File: src/rtl/reg_file_pkg.sv
// Shared constants for the register file slice: default geometry and clear-sequencer state encoding.
// Optional write-to-read bypass is enabled with REG_FILE_BYPASS_EN (see reg_file_rw).
package reg_file_pkg;
  localparam int DWIDTH_DEF = 16;
  localparam int AWIDTH_DEF = 3;

  typedef enum logic {
    ST_IDLE  = 1'b0,
    ST_CLEAR = 1'b1
  } state_e;
endpackage

File: src/rtl/reg_clr_seq.sv
// Clear sequencer: on clr walks every register address once, issuing a zero-write per cycle.
// ready is decoded straight from the state register. Unaffected by REG_FILE_BYPASS_EN.
module reg_clr_seq
  import reg_file_pkg::*;
#(
  parameter int AWIDTH = AWIDTH_DEF
) (
  input  logic              clk,
  input  logic              rst_n,
  input  logic              clr_i,
  output logic              ready_o,
  output logic              clr_we_o,
  output logic [AWIDTH-1:0] clr_addr_o
);
  localparam int NREGS = 2**AWIDTH;

  state_e            state_q, state_d;
  logic [AWIDTH-1:0] cnt_q, cnt_d;

  always_ff @(posedge clk or negedge rst_n) begin
    if (!rst_n) begin
      state_q <= ST_IDLE;
      cnt_q   <= '0;
    end else begin
      state_q <= state_d;
      cnt_q   <= cnt_d;
    end
  end

  always_comb begin
    state_d    = state_q;
    cnt_d      = cnt_q;
    clr_we_o   = 1'b0;
    clr_addr_o = cnt_q;
    case (state_q)
      ST_IDLE: begin
        if (clr_i) begin
          state_d = ST_CLEAR;
          cnt_d   = '0;
        end
      end
      ST_CLEAR: begin
        // clr is ignored here; counter wraps back to 0 on the last write
        clr_we_o = 1'b1;
        cnt_d    = cnt_q + 1'b1;
        if (cnt_q == AWIDTH'(NREGS - 1)) state_d = ST_IDLE;
      end
      default: state_d = ST_IDLE;
    endcase
  end

  assign ready_o = (state_q == ST_IDLE);
endmodule

File: src/rtl/reg_file_rw.sv
// 8x16 register file with two registered read ports, one write port and a sequenced clear.
// Define REG_FILE_BYPASS_EN to forward same-cycle write data onto captured reads.
module reg_file_rw
  import reg_file_pkg::*;
#(
  parameter int DWIDTH = DWIDTH_DEF,
  parameter int AWIDTH = AWIDTH_DEF
) (
  input  logic              clk,
  input  logic              rst_n,
  input  logic              en_in,
  input  logic [AWIDTH-1:0] rd_addr,
  input  logic [AWIDTH-1:0] rs_addr,
  input  logic              we,
  input  logic [AWIDTH-1:0] wr_addr,
  input  logic [DWIDTH-1:0] wr_data,
  input  logic              clr,
  output logic [DWIDTH-1:0] rd_q,
  output logic [DWIDTH-1:0] rs_q,
  output logic              en_out,
  output logic              ready
);
  localparam int NREGS = 2**AWIDTH;

  logic [NREGS-1:0][DWIDTH-1:0] regs_q;
  logic                         seq_ready;
  logic                         clr_we;
  logic [AWIDTH-1:0]            clr_addr;
  logic                         wr_ok, rd_ok;
  logic [DWIDTH-1:0]            rd_d, rs_d;

  reg_clr_seq #(.AWIDTH(AWIDTH)) u_clr_seq (
    .clk        (clk),
    .rst_n      (rst_n),
    .clr_i      (clr),
    .ready_o    (seq_ready),
    .clr_we_o   (clr_we),
    .clr_addr_o (clr_addr)
  );

  assign ready = seq_ready;
  // A clr in the same IDLE cycle wins over the write; reads still see pre-clear data
  assign wr_ok = we & seq_ready & ~clr;
  assign rd_ok = en_in & seq_ready;

  always_comb begin
    rd_d = regs_q[rd_addr];
    rs_d = regs_q[rs_addr];
`ifdef REG_FILE_BYPASS_EN
    if (wr_ok && (wr_addr == rd_addr)) rd_d = wr_data;
    if (wr_ok && (wr_addr == rs_addr)) rs_d = wr_data;
`endif
  end

  always_ff @(posedge clk or negedge rst_n) begin
    if (!rst_n) begin
      regs_q <= '0;
    end else if (clr_we) begin
      regs_q[clr_addr] <= '0;
    end else if (wr_ok) begin
      regs_q[wr_addr] <= wr_data;
    end
  end

  always_ff @(posedge clk or negedge rst_n) begin
    if (!rst_n) begin
      rd_q   <= '0;
      rs_q   <= '0;
      en_out <= 1'b0;
    end else begin
      en_out <= rd_ok;
      if (rd_ok) begin
        rd_q <= rd_d;
        rs_q <= rs_d;
      end
    end
  end
endmodule

File: config.mk
export PLATFORM = sky130hd
export DESIGN_NAME = reg_file_rw
export DESIGN_NICKNAME = d
export VERILOG_FILES = /design/src/rtl/reg_file_pkg.sv /design/src/rtl/reg_clr_seq.sv /design/src/rtl/reg_file_rw.sv
export SDC_FILE = /design/constraint.sdc
export NUM_CORES = 1
export LEC_CHECK = 0
export ABC_AREA = 0
export CAP_MARGIN = 5
export CORE_MARGIN = 4
export CORE_UTILIZATION = 55
export CTS_CLUSTER_DIAMETER = 50
export DETAILED_ROUTE_END_ITERATION = 7
export DONT_BUFFER_PORTS = 1
export PLACE_DENSITY = 0.7
export SLEW_MARGIN = 10
export SYNTH_ARGS = -nofsm -noshare
export SYNTH_HDL_FRONTEND = slang
export SYNTH_SLANG_ARGS = --single-unit
File: constraint.sdc
create_clock -name clk -period 2 [get_ports clk]
set_input_delay 0.4 -clock clk [delete_from_list [all_inputs] [get_ports clk]]
set_output_delay 0.4 -clock clk [all_outputs]
set_load 0.01 [all_outputs]
== Word-level counts from Yosys, hierarchy flattened ==
Cells that the tools add are included.

* $add $sub $neg: 1
* Order comparisons: 6
* Equal/unequal tests: 2
* Multiplexer cells: 17
* Bitwise logic cells: 7
* Reductions and logical operators: 3

{| class="wikitable"
|+ Operator list
! operator !! number
|-
| two-way mux 128 bit || 2
|-
| bitwise AND 128 bit || 1
|-
| bitwise mux 128 bit || 1
|-
| inverter 128 bit || 1
|-
| binary-select mux 16 bit (select 3 bit) || 2
|-
| demux 16 bit (select 3 bit) || 2
|-
| two-way mux 16 bit || 4
|-
| less-than comparator 3 x 4 -> 1 bit (second input constant) || 4
|-
| >= comparator 3 x 1 -> 1 bit (second input constant) || 2
|-
| one-hot mux 3 bit (2 select lines) || 1
|-
| adder 3 x 1 -> 3 bit (second input constant) || 1
|-
| bitwise AND 1 bit || 3
|-
| == test 3 bit (second input constant) || 1
|-
| two-way mux 1 bit || 3
|-
| two-way mux 3 bit || 1
|-
| logical AND 1 bit || 2
|-
| inequality test 2 bit (second input constant) || 1
|-
| inverter 1 bit || 2
|-
| one-hot mux 1 bit (2 select lines) || 1
|-
| nonzero test 2 bit || 1
|}

* Bits in registers: 165
* Input port bits: 30

== Longest topological paths before layout ==
Gate-level depths: netlist (run 1).

* Depth after elaboration: 7
* Gate-level depth with buffers: 6
* Depth with buffers taken out: 4

== Cells and area by module ==
Synthesis (run 1) repeated with hierarchy kept, for this count alone.

* Cells, all modules: 797
* Area, all modules: 8829.7 µm²

{| class="wikitable"
|+ By module, submodules not included
! module !! instances !! cells an instance !! area an instance (µm²)
|-
| reg_file_rw || 1 || 783 || 8650.8
|-
| reg_clr_seq || 1 || 14 || 178.9
|}

== Least setup slack after synthesis (run 1) ==
OpenSTA, ideal clock, no wires.

* Path kind: reg2reg
* Start: reg u_clr_seq.cnt_q[0], in the netlist u_clr_seq.clr_addr_o[0]
* End: reg regs_q[10] (netlist name)
* Data arrival time: 1.390 ns
* Data required time: 1.871 ns
* Setup slack: 0.482 ns
* Stages on the path, launching flop included: 7
* Period minus slack after synthesis: 1.518 ns
* Cell sequence: dfrtp_1 > buf_6 > or4b_1 > buf_2 > buf_6 > nand2_1 > mux2i_1

* Word-level cells in the longest chain between the ends: 7
* Elaborated cells between the ends (all ways): 8

{| class="wikitable"
|+ RTL lines
! what !! RTL line !! text
|-
| start, declared || reg_clr_seq.sv:18 || <nowiki>logic [AWIDTH-1:0] cnt_q, cnt_d;</nowiki>
|-
| start signal, assigned || reg_clr_seq.sv:26 || <nowiki>cnt_q <= cnt_d;</nowiki>
|-
| less-than comparator 3 x 4 -> 1 bit (implied by the code) or >= comparator 3 x 1 -> 1 bit (tied branches) || reg_file_rw.sv:59 || <nowiki>regs_q[clr_addr] <= '0;</nowiki>
|-
| logical AND 1 bit (implied by the code) || reg_file_rw.sv:59 ||
|-
| two-way mux 16 bit (implied by the code) || reg_file_rw.sv:59 ||
|-
| demux 16 bit (select 3 bit) * || reg_file_rw.sv:59 ||
|-
| inverter 128 bit (no source line) * || n/a ||
|-
| bitwise AND 128 bit (no source line) * || n/a ||
|-
| two-way mux 128 bit * || reg_file_rw.sv:58 || <nowiki>end else if (clr_we) begin</nowiki>
|-
| end signal, assigned by index || reg_file_rw.sv:61 || <nowiki>regs_q[wr_addr] <= wr_data;</nowiki>
|-
| end, declared || reg_file_rw.sv:25 || <nowiki>logic [NREGS-1:0][DWIDTH-1:0] regs_q;</nowiki>
|}

Every way passes the cells marked *; elsewhere a longest branch is shown, timed or not.
A chain may end at the register's enable or synchronous reset.

== Worst setup path in the final report (run 1) ==
* Start: reg u_clr_seq.state_q
* End: out ready

* Word-level cells in the longest chain between the ends: 1

{| class="wikitable"
|+ RTL lines
! what !! RTL line !! text
|-
| start, declared || reg_clr_seq.sv:17 || <nowiki>state_e state_q, state_d;</nowiki>
|-
| start signal, assigned || reg_clr_seq.sv:25 || <nowiki>state_q <= state_d;</nowiki>
|-
| inverter 1 bit || reg_clr_seq.sv:52 || <nowiki>assign ready_o = (state_q == ST_IDLE);</nowiki>
|-
| end, declared || reg_file_rw.sv:21 || <nowiki>output logic ready</nowiki>
|}

No other way between the ends.

==> metrics.txt, run 1 <==
status=finished with violations; synth-to-layout area growth=8.70%; DR WL/cell=roughly 24 um; CP required=1.60 ns; H-tree depth=4; Synth Warn #=0; CP Class=register to primary output; GPL Wtd Cong=around 0.93; Clock Latency Late Sink=0.42 ns; static leakage=5.18 nW; starting density of the core=55.9%; Main synth FF type=dfrtp_1; row count=46; asr flop ratio synth=100%; actual slew at the worst max-slew pin=approximately 0.6 ns; Unique masters post-synth=31; most frequent cell after synthesis=mux2i_1; post-synth top area share=46.7%; diodes inserted=0; final WL=23.9 mm; syn nets=829; relative slew slack=59.0%; Routed Antenna Nets=0; Syn Area/Cell=11.1 um2; sequential fraction of the synthesis area=46.7%; synthesis-stage register bit count=~170; via count=6,349; Cell Pwr Density=1290 nW/um2; Die ar.=18,200 um2; most frequent cells after synthesis=192 x mux2i_1, 166 x nand2_1, 165 x dfrtp_1; Synth area leaders=dfrtp_1 47%, mux2i_1 22%, mux2_2 8.2%; Tcrit/Tclk final=between 80% and 90%; Filler Cell Count=about 1,300; largest net degree at the start of global routing=166; First-pass DRT Iterations=5; Largest delay share family, worst path=flip-flops; # DRC=0; dominant cell type by area after synthesis=dfrtp_1; Max Root-Sink Buffers=2; CP max FO=9; r2r setup slk=0.36 ns; Post CTS Setup Buffer Count=0; FF+latch area=4130 um2; failing checks=negative hold slack; num ports=64; layout cell share with drive strength beyond 1=16.3%; crit-path cells=buf_4, inv_1; crit path time final=~1.7 ns; number of global-route vias before repair=around 6,500; TritonCTS Buffers=17; worst path bufs/invs=2; Root Driver=clkbuf_16; Die X=135 um; kind of end point of the critical path=primary output; detailed placer's ending HPWL=15.0 mm; Crit Reg-Reg Startpoint=u_clr_seq.state_q$_DFF_PN0_; final instance area=9610 um2; peak supply drop=around 750 uV; Peak Freq=between 0.5 and 0.6 GHz; RSZ-0062 raised after global routing=no; Crit-path slowest cell=dfrtp_1; I/O Buffers=0; core area=between 15,000 and 20,000 um2; Fin Hold WS=-0.332 ns; CTS clk-pin slew, worst paths=~0.06 ns; Post-Syn Area=just under 9000 um2; Final Hold Vio Count=165; first-pass GRT wire length=about 37 mm; # Max-Cap Violations=0; CTS tree=yes; Worst Path Arrival=1.31 ns; Slew Limit Fails=0; initial antenna violation count=0; Die Span Y=135 um; vias per cell=6.29; sum of negative setup slack=0 ns; clock sink count=165; Iter 0 DRT Violations=between 600 and 700; GR Overflow Total=0; Worst setup startpoint=u_clr_seq.state_q$_DFF_PN0_; Post-synth EDFFs=0; Final setup violation count=0; crit path launch type=register; multi-input logic area=4300 um2; CP max stage delay=around 0.47 ns; skew final=between 0.007 and 0.008 ns; Post-DP Area=8960 um2; nets@finish=813; Post-Syn Instances=797; min-delay worst type=input port to asynchronous set/reset pin; GRT Overall Usage=26.5%; # resized after CTS=0
## power by group
| part | total, mW | switching [mW] | internal [mW] |
|---|---|---|---|
| clock | 3.61 | 1.31 | 2.31 |
| sequential | 5.55 | 1.10 | 4.45 |
| combinational | 3.21 | 1.73 | 1.48 |
## layout make-up
| cell class | instances | share of cell area [%] |
|---|---|---|
| Clock buffer | 22 | 4.93 |
| Multi-Input combinational cell | 555 | 44.7 |
| Timing Repair Buffer | 23 | 2.06 |
| Clock inverter | 9 | 1.81 |
| Inverter | 19 | 0.742 |
| Sequential cell | 165 | 43.0 |
| Tap cell | 216 | 2.81 |
## worst reg2reg max path, cell delays in order, from the launching register on
cell and delay [ns]:
dfrtp_1 0.47, nor2_2 0.32, nand4_4 0.43, mux2i_1 0.33
## metrics by stage
stage               worst slack [ns]  hold slack [ns]  cells  utilization [%]  power, mW
floorplan                      0.482            0.104    797                -       7.77
global placement               0.453            0.112    978             56.6       8.45
finish                         0.294           -0.332   1009             60.7       12.4
CTS                            0.295           -0.347   1009             60.7       12.4
global route                   0.244           -0.349   1009             60.7       13.0
detailed placement             0.365            0.112    978             56.6       8.74
## metal layers
metal  vias up  wire [um]  global-route usage [%]
met1      3245      10800                    36.8
met2       248      11400                    41.3
li1       2808          -                       -
met5         -          0                       0
met3        48       1170                    4.84
met4         0        627                    11.1
## placed cells by master (no fill, tap or decap), types with 5 or more instances in the layout
cell       instances
mux2_2            64
inv_1             19
mux2i_1          192
dfrtp_1          165
bufinv_16          5
buf_4             21
o31ai_1           32
nand2_2            6
o22ai_1           32
clkbuf_16         17
a22o_1            32
nand2_1          166
## flip-flops by register name, indices dropped and copies added (netlist names)
name	flops
rd_q	16
rs_q	16
u_clr_seq.state_q	1
en_out	1
regs_q	128
u_clr_seq.clr_addr_o	3
## logic make-up after synthesis
group                      Yosys count  synth area share, %
DFF                                165                 46.7
AOI/OAI and AO/OA                  100                 8.38
and+or+nand+nor                    197                 10.0
muxes                              256                 29.9
buffers and inverters               77                 4.75
adders and majority gates            2                0.283
## final timing paths
check / endpoint / cells past startpoint
setup / recovery: ready / 2
hold / removal: regs_q[116]$_DFFE_PN0P_ / 0
setup reg to reg: regs_q[98]$_DFFE_PN0P_ / 3
hold reg to reg: regs_q[65]$_DFFE_PN0P_ / 2
max in group asynchronous: regs_q[24]$_DFFE_PN0P_ / 0
min in group clk: u_clr_seq.clr_addr_o[1]$_DFFE_PN0P_ / 1
(Power assumes the default switching activity.)
==> run 2, diff against run 1 <==
--- a/config.mk
+++ b/config.mk
@@ -7,13 +7,16 @@
 export LEC_CHECK = 0
 export ABC_AREA = 0
 export CAP_MARGIN = 5
+export CELL_PAD_IN_SITES_DETAIL_PLACEMENT = 1
+export CELL_PAD_IN_SITES_GLOBAL_PLACEMENT = 1
 export CORE_MARGIN = 4
-export CORE_UTILIZATION = 55
+export CORE_UTILIZATION = 51
 export CTS_CLUSTER_DIAMETER = 50
 export DETAILED_ROUTE_END_ITERATION = 7
 export DONT_BUFFER_PORTS = 1
-export PLACE_DENSITY = 0.7
+export PLACE_DENSITY_LB_ADDON = 0.1
 export SLEW_MARGIN = 10
 export SYNTH_ARGS = -nofsm -noshare
 export SYNTH_HDL_FRONTEND = slang
+export SYNTH_HIERARCHICAL = 1
 export SYNTH_SLANG_ARGS = --single-unit
==> run 2 against run 1 <==
The run still ends with negative hold slack left. Combinational power decreased by 37%. Die area increased by 7.2%. Register-to-register slack got worse by 0.10 ns. Worst setup slack got worse by 0.038 ns. Clock power decreased by 5.5%. Via count increased by 0.22%. Highest routed layer unchanged.
==> metrics.txt, run 2 <==
status=finished with violations; failing checks=negative hold slack; post-synth top area share=46.8% (+0.066 points); crit path launch type=register; most frequent cells in the layout=192 x mux2i_1, 165 x dfrtp_1, 163 x nand2_1, 64 x mux2_2, 34 x a22o_1; skew final=0.00978 ns (+0.00266 ns); FF+latch area=4130 um2 (unchanged); peak supply drop=632 uV (-15%); starting density of the core=52.7% (-3.2 points); Finished Layout Cells=1,013 (+0.40%); Syn Area/Cell=11.1 um2 (-0.14%); Final setup violation count=0 (unchanged); cell depth of the worst setup path=5 (+3); Die X=140 um (+3.5%); Post-Syn Instances=797 (unchanged); Die Span Y=140 um (+3.5%); Cell Pwr Density=1050 nW/um2 (-19%); CP required=2.36 ns (+0.76 ns); worst path bufs/invs=2 (unchanged); Die ar.=19,500 um2 (+7.2%); Final Hold Vio Count=165 (unchanged); synthesis-stage register bit count=165 (unchanged); GR Overflow Total=0 (unchanged); crit-path cells=inv_1, nand4bb_4, nor4b_2, buf_4, mux2i_1; Largest regs=regs_q: 128 flops, rd_q: 16 flops, rs_q: 16 flops; Post-Syn Area=8830 um2 (-0.14%); row count=47 (+2.2%); multi-input logic area=4330 um2 (+0.90%); crit path time final=1.74 ns (+0.0382 ns); Placed Instances=980 (+0.20%); # DRC=0 (unchanged); core area=16,800 um2 (+5.9%); asr flop ratio synth=100% (unchanged); min-delay worst type=input port to asynchronous set/reset pin; CP max stage delay=0.41 ns (-0.06 ns); final instance area=9670 um2 (+0.60%); Iter 0 DRT Violations=525 (-18%); kind of end point of the critical path=register; Synth Warn #=6 (+6); TritonCTS Buffers=17 (unchanged); # resized after CTS=0 (unchanged); First-pass DRT Iterations=4 (-1); Filler Cell Count=1,750 (+39%); # Max-Cap Violations=0 (unchanged); Crit-path slowest cell=buf_4; CTS tree=yes; Final Util=57.7% (-3.0 points); Place WS=0.249 ns (-0.116 ns); GPL Wtd Cong=0.792 (-15%); Peak Freq=0.573 GHz (-2.2%); most common cell after layout, fill and taps aside=mux2i_1; GRT Overall Usage=28.5% (+2.0 points); worst setup margin=0.255 ns (-0.0382 ns); Largest delay share family, worst path=buffers and inverters; RSZ-0062 raised after global routing=no; final WL=27.2 mm (+14%); Fin Hold WS=-0.347 ns (-0.0145 ns); num ports=64 (unchanged); static leakage=4.78 nW (-7.6%); sum of negative setup slack=0 ns (unchanged); Main synth FF type=dfrtp_1; clock sink count=165 (unchanged); CP max FO=16 (+7); Post-DP Area=9060 um2 (+1.1%); Slew Limit Fails=0 (unchanged); synth-to-layout area growth=9.51%; Clock Latency Late Sink=0.44 ns (+0.02 ns); first-pass GRT wire length=42.5 mm (+15%); Largest register FFs=128 (unchanged); Post-synth EDFFs=0 (unchanged); Routed Antenna Nets=0 (unchanged); layout cell share with drive strength beyond 1=16.5% (+0.27 points); actual slew at the worst max-slew pin=0.416 ns (-0.197 ns); syn nets=829 (unchanged); via count=6,363 (+0.22%); DR WL/cell=26.9 um (+13%); Most flops, register=regs_q; number of global-route vias before repair=7,027 (+7.7%); CTS clk-pin slew, worst paths=0.06 ns (about the same); sequential fraction of the synthesis area=46.8% (+0.066 points); CP Class=register to register; detailed placer's ending HPWL=16.4 mm (+9.3%); initial antenna violation count=0 (unchanged); dominant cell type by area after synthesis=dfrtp_1; Worst Path Arrival=2.11 ns (+0.80 ns); most frequent cells after synthesis=192 x mux2i_1, 165 x dfrtp_1, 164 x nand2_1; Max Root-Sink Buffers=2 (unchanged); Synth area leaders=dfrtp_1 47%, mux2i_1 22%, mux2_2 8.2%; relative slew slack=72.3% (+13 points); vias per cell=6.28 (-0.18%); Unique masters post-synth=31 (unchanged); Final Total Pwr=10.1 mW (-18%); most frequent cell after synthesis=mux2i_1; H-tree depth=4 (unchanged); nets@finish=811 (-0.25%); Reg2Reg Depth=5 (+2); Tcrit/Tclk final=87.2% (+1.9 points); Root Driver=clkbuf_16; largest net degree at the start of global routing=166 (unchanged); I/O Buffers=0 (unchanged)
## run 2: changes by cell type in the layout (fill, tap and decap cells not counted), moves of 2 or more
cell | before | now
clkinvlp_4 | 0 | 3
clkbuf_8 | 3 | 6
a22o_1 | 32 | 34
bufinv_16 | 5 | 2
buf_4 | 21 | 23
buf_12 | 2 | 4
nand4b_1 | 3 | 5
o21ai_0 | 3 | 1
nand2_2 | 6 | 1
nand2_1 | 166 | 163
## run 2: cell type report
| cell class | instances | share of cell area, % |
|---|---|---|
| multi-input combinational | 550 | 44.8 |
| sequential | 165 | 42.7 |
| clock buffer | 25 | 5.33 |
| tap | 220 | 2.85 |
| timing repair buffer | 27 | 2.61 |
| clock inverter | 7 | 0.958 |
| inverter | 18 | 0.699 |
| antenna | 1 | 0.0259 |
## run 2: kinds of logic (layout without fill, tap and decap cells)
| kind of cell | Yosys count | count (layout) | share of synthesized area (%) |
|---|---|---|---|
| AOI/OAI and AO/OA | 100 | 100 | 8.52 |
| other | 0 | 1 | 0 |
| DFF | 165 | 165 | 46.8 |
| buffers and inverters | 82 | 77 | 4.35 |
| adders and majority gates | 2 | 2 | 0.283 |
| and+or+nand+nor | 192 | 192 | 10.2 |
| muxes | 256 | 256 | 29.9 |
## run 2: report_power, final
group          internal (mW)  total [mW]  switching [mW]
clock network           2.04        3.41            1.38
logic                  0.827        2.03            1.20
registers               3.95        4.69           0.748
total                   6.81        10.1            3.33
## run 2: layer usage
layer / wire, um / GRT usage, % / vias up
met5: 0 / 0 / -
met4: 448 / 7.80 / 0
met1: 11700 / 37.3 / 3365
li1: - / - / 2818
met2: 13600 / 48.0 / 143
met3: 1390 / 6.52 / 37
## run 2: worst paths after layout
check,slack [ns],startpoint,endpoint
worst max-delay path,0.26,u_clr_seq/state_q$_DFF_PN0_,regs_q[43]$_DFFE_PN0P_
worst max register to register,0.26,u_clr_seq/state_q$_DFF_PN0_,regs_q[43]$_DFFE_PN0P_
min in group clk,0.10,clr,u_clr_seq/state_q$_DFF_PN0_
worst min-delay path,-0.35,rst_n,regs_q[98]$_DFFE_PN0P_
worst min register to register,0.54,regs_q[102]$_DFFE_PN0P_,regs_q[102]$_DFFE_PN0P_
max in group asynchronous,2.12,rst_n,rd_q[6]$_DFFE_PN0P_
## run 2: repair_timing
| item | 4_1_cts | 5_1_grt |
|---|---|---|
| setup endpoints to repair | 0 | 0 |
| buffers inserted | 0 | 0 |
| hold endpoints to repair | 165 | 165 |
## run 2: worst reg2reg max path, delay by kind of cell, from the launching register on
family,cells,cell delay [ns]
buffers and inverters,2,0.56
AND/OR/NAND/NOR,2,0.45
flip-flops,1,0.39
multiplexers,1,0.25
==> run 3, diff against run 2 <==
--- a/config.mk
+++ b/config.mk
@@ -5,12 +5,12 @@
 export SDC_FILE = /design/constraint.sdc
 export NUM_CORES = 1
 export LEC_CHECK = 0
-export ABC_AREA = 0
+export ABC_AREA = 1
 export CAP_MARGIN = 5
 export CELL_PAD_IN_SITES_DETAIL_PLACEMENT = 1
 export CELL_PAD_IN_SITES_GLOBAL_PLACEMENT = 1
 export CORE_MARGIN = 4
-export CORE_UTILIZATION = 51
+export CORE_UTILIZATION = 47
 export CTS_CLUSTER_DIAMETER = 50
 export DETAILED_ROUTE_END_ITERATION = 7
 export DONT_BUFFER_PORTS = 1
==> run 3 against run 2 <==
The flow still finishes with violations (negative hold slack). Maximum frequency shrank 3.2%. Non-clock buffer count shrank 3. Worst hold slack gained 0.0093 ns. Critical path type unchanged. Largest power group unchanged. Highest routed layer unchanged.
==> metrics.txt, run 3 <==
status=finished with violations; failing checks=negative hold slack; CTS tree=yes; starting density of the core=47.9% (-4.7 points); skew final=0.0127 ns (+0.00294 ns); Largest regs=regs_q: 128 flops, rd_q: 16 flops, rs_q: 16 flops; diodes inserted=0 (-1); Synth area leaders=dfrtp_1 41%, nand2_1 22%, nand3_1 20%; largest net degree at the start of global routing=166 (unchanged); peak supply drop=729 uV (+15%); Slew Limit Fails=0 (unchanged); CTS clk-pin slew, worst paths=0.07 ns (about the same); Reg2Reg Depth=9 (+4); Fin Hold WS=-0.337 ns (+0.00926 ns); Max Root-Sink Buffers=2 (unchanged); number of global-route vias before repair=10,200 (+45%); most frequent cell after synthesis=nand2_1; sequential fraction of the synthesis area=40.7% (-6.1 points); min-delay worst type=input port to asynchronous set/reset pin; most common cell after layout, fill and taps aside=nand2_1; Peak Freq=0.555 GHz (-3.2%); asr flop ratio synth=100% (unchanged); Post-Syn Area=10,100 um2 (+15%); Most flops, register=regs_q; reg2reg end=regs_q[109]$_DFFE_PN0P_; most frequent cells after synthesis=600 x nand2_1, 405 x nand3_1, 165 x dfrtp_1; via count=10,000 (+58%); core area=21,200 um2 (+26%); Routed Antenna Nets=0 (unchanged); kind of end point of the critical path=register; GR Overflow Total=0 (unchanged); r2r setup slk=0.20 ns (-0.06 ns); H-tree depth=4 (unchanged); Final Total Pwr=11.5 mW (+13%); initial antenna violation count=0 (unchanged); clock sink count=165 (unchanged); Synth Warn #=6 (unchanged); first-pass GRT wire length=59.5 mm (+40%); layout cell share with drive strength beyond 1=8.05% (-8.5 points); actual slew at the worst max-slew pin=0.850 ns (+0.434 ns); row count=53 (+13%); synthesis-stage register bit count=165 (unchanged); CP max FO=17 (+1); CP required=2.37 ns (about the same); crit path time final=1.80 ns (+0.0580 ns); Crit Reg-Reg Startpoint=u_clr_seq/state_q$_DFF_PN0_; Syn Area/Cell=6.73 um2 (-39%); Final setup violation count=0 (unchanged); crit path launch type=register; First-pass DRT Iterations=5 (+1); Main synth FF type=dfrtp_1; post-synth top area share=40.7% (-6.1 points); nets@finish=1,473 (+82%); CP Class=register to register; syn nets=1,539 (+86%); Cell Pwr Density=1070 nW/um2 (+2.4%); final WL=37.1 mm (+36%); static leakage=5.82 nW (+22%); GRT Overall Usage=31.6% (+3.1 points); GPL Wtd Cong=0.852 (+7.6%); RSZ-0062 raised after global routing=no; Post-Syn Instances=1,507 (+89%); Die ar.=24,000 um2 (+23%); # Max-Cap Violations=0 (unchanged); Post CTS Setup Buffer Count=0 (unchanged); vias per cell=5.81 (-7.6%); Worst Path Arrival=2.18 ns (+0.07 ns); relative slew slack=43.2% (-29 points); # DRC=0 (unchanged); Final Hold Vio Count=165 (unchanged); Die Span Y=155 um (+11%); Tcrit/Tclk final=90.1% (+2.9 points); TritonCTS Buffers=17 (unchanged); Unique masters post-synth=21 (-32%); Root Driver=clkbuf_16; detailed placer's ending HPWL=24.6 mm (+50%); synth-to-layout area growth=5.24%; I/O Buffers=0 (unchanged); Post-synth EDFFs=0 (unchanged); Clock Latency Late Sink=0.44 ns (about the same); sum of negative setup slack=0 ns (unchanged); num ports=64 (unchanged); DR WL/cell=21.4 um (-20%); Largest register FFs=128 (unchanged); most frequent cells in the layout=600 x nand2_1, 405 x nand3_1, 164 x dfrtp_1, 141 x inv_1, 29 x o21ai_2; Iter 0 DRT Violations=852 (+62%); Die X=155 um (+11%); dominant cell type by area after synthesis=dfrtp_1
==> run 3: worst max-delay path by stage <==
stage,to,startpoint,depth (start not counted)
after CTS,regs_q[89]$_DFFE_PN0P_,u_clr_seq/state_q$_DFF_PN0_,9
final,regs_q[109]$_DFFE_PN0P_,u_clr_seq/state_q$_DFF_PN0_,9
after global routing,regs_q[48]$_DFFE_PN0P_,u_clr_seq/state_q$_DFF_PN0_,6
after global placement,regs_q[57]$_DFFE_PN0P_,u_clr_seq/state_q$_DFF_PN0_,6
after detailed placement,regs_q[80]$_DFFE_PN0P_,u_clr_seq/state_q$_DFF_PN0_,9
after floorplan,regs_q[85]$_DFFE_PN0P_,u_clr_seq/state_q$_DFF_PN0_,9
==> run 3: cell type report <==
cell class | count | area, um2
Clock buffer | 20 | 457
Clock inverter | 12 | 93.8
Fill cell | 2801 | 10500
Inverter | 152 | 584
Multi-Input combinational cell | 1081 | 4860
Sequential cell | 165 | 4130
Tap cell | 275 | 344
Timing Repair Buffer | 24 | 205
==> run 3: timing repair <==
item                                   in CTS  in global routing
gates resized for setup                     0                  2
setup endpoints to repair                   0                  8
endpoints found under the hold margin     165                165
==> run 3: cells by family (layout without fill, tap and decap cells) <==
logic type	count (synthesis)	count (layout)	share of synthesized area, %
buf+inv	261	208	11.4
simple gates	1030	1030	44.1
fa+ha+maj	2	2	0.247
compound gates	49	49	3.49
flops	165	165	40.7
==> run 3: metal layers <==
layer  wire, um  share of wire (%)  vias up  GRT usage, %
met3       2430                6.6       52          6.26
met1      17200                 46     5025          46.0
li1           -                  -     4626             -
met5          0                  0        -             0
met4        619                1.7        0          6.85
met2      16800                 45      336          49.1
==> run 3: critical path, stage by stage (launching register included) <==
cell and delay (ns):
dfrtp_2 0.43, inv_2 0.14, nand2_1 0.12, nor2_4 0.17, inv_2 0.11, nor2_2 0.14
nand2_4 0.19, inv_4 0.25, nand2_1 0.10, nand2_1 0.07
==> run 3: stage by stage <==
step,area [um2],hold WS [ns],std cells,worst slack [ns],utilization [%]
after floorplan,10100,0.104,1507,0.477,-
after global placement,10100,0.110,1697,0.268,47.8
after detailed placement,10100,0.110,1697,0.183,47.8
after CTS,10700,-0.352,1729,0.138,50.4
after global routing,10700,-0.362,1729,0.0221,50.5
final,10700,-0.337,1729,0.197,50.5
==> run 3: power by group <==
part	leakage (nW)	switching (mW)	internal (mW)
logic	3.31	2.53	0.989
clock network	0.264	1.49	1.67
registers	2.24	0.685	4.09
total	5.82	4.71	6.75
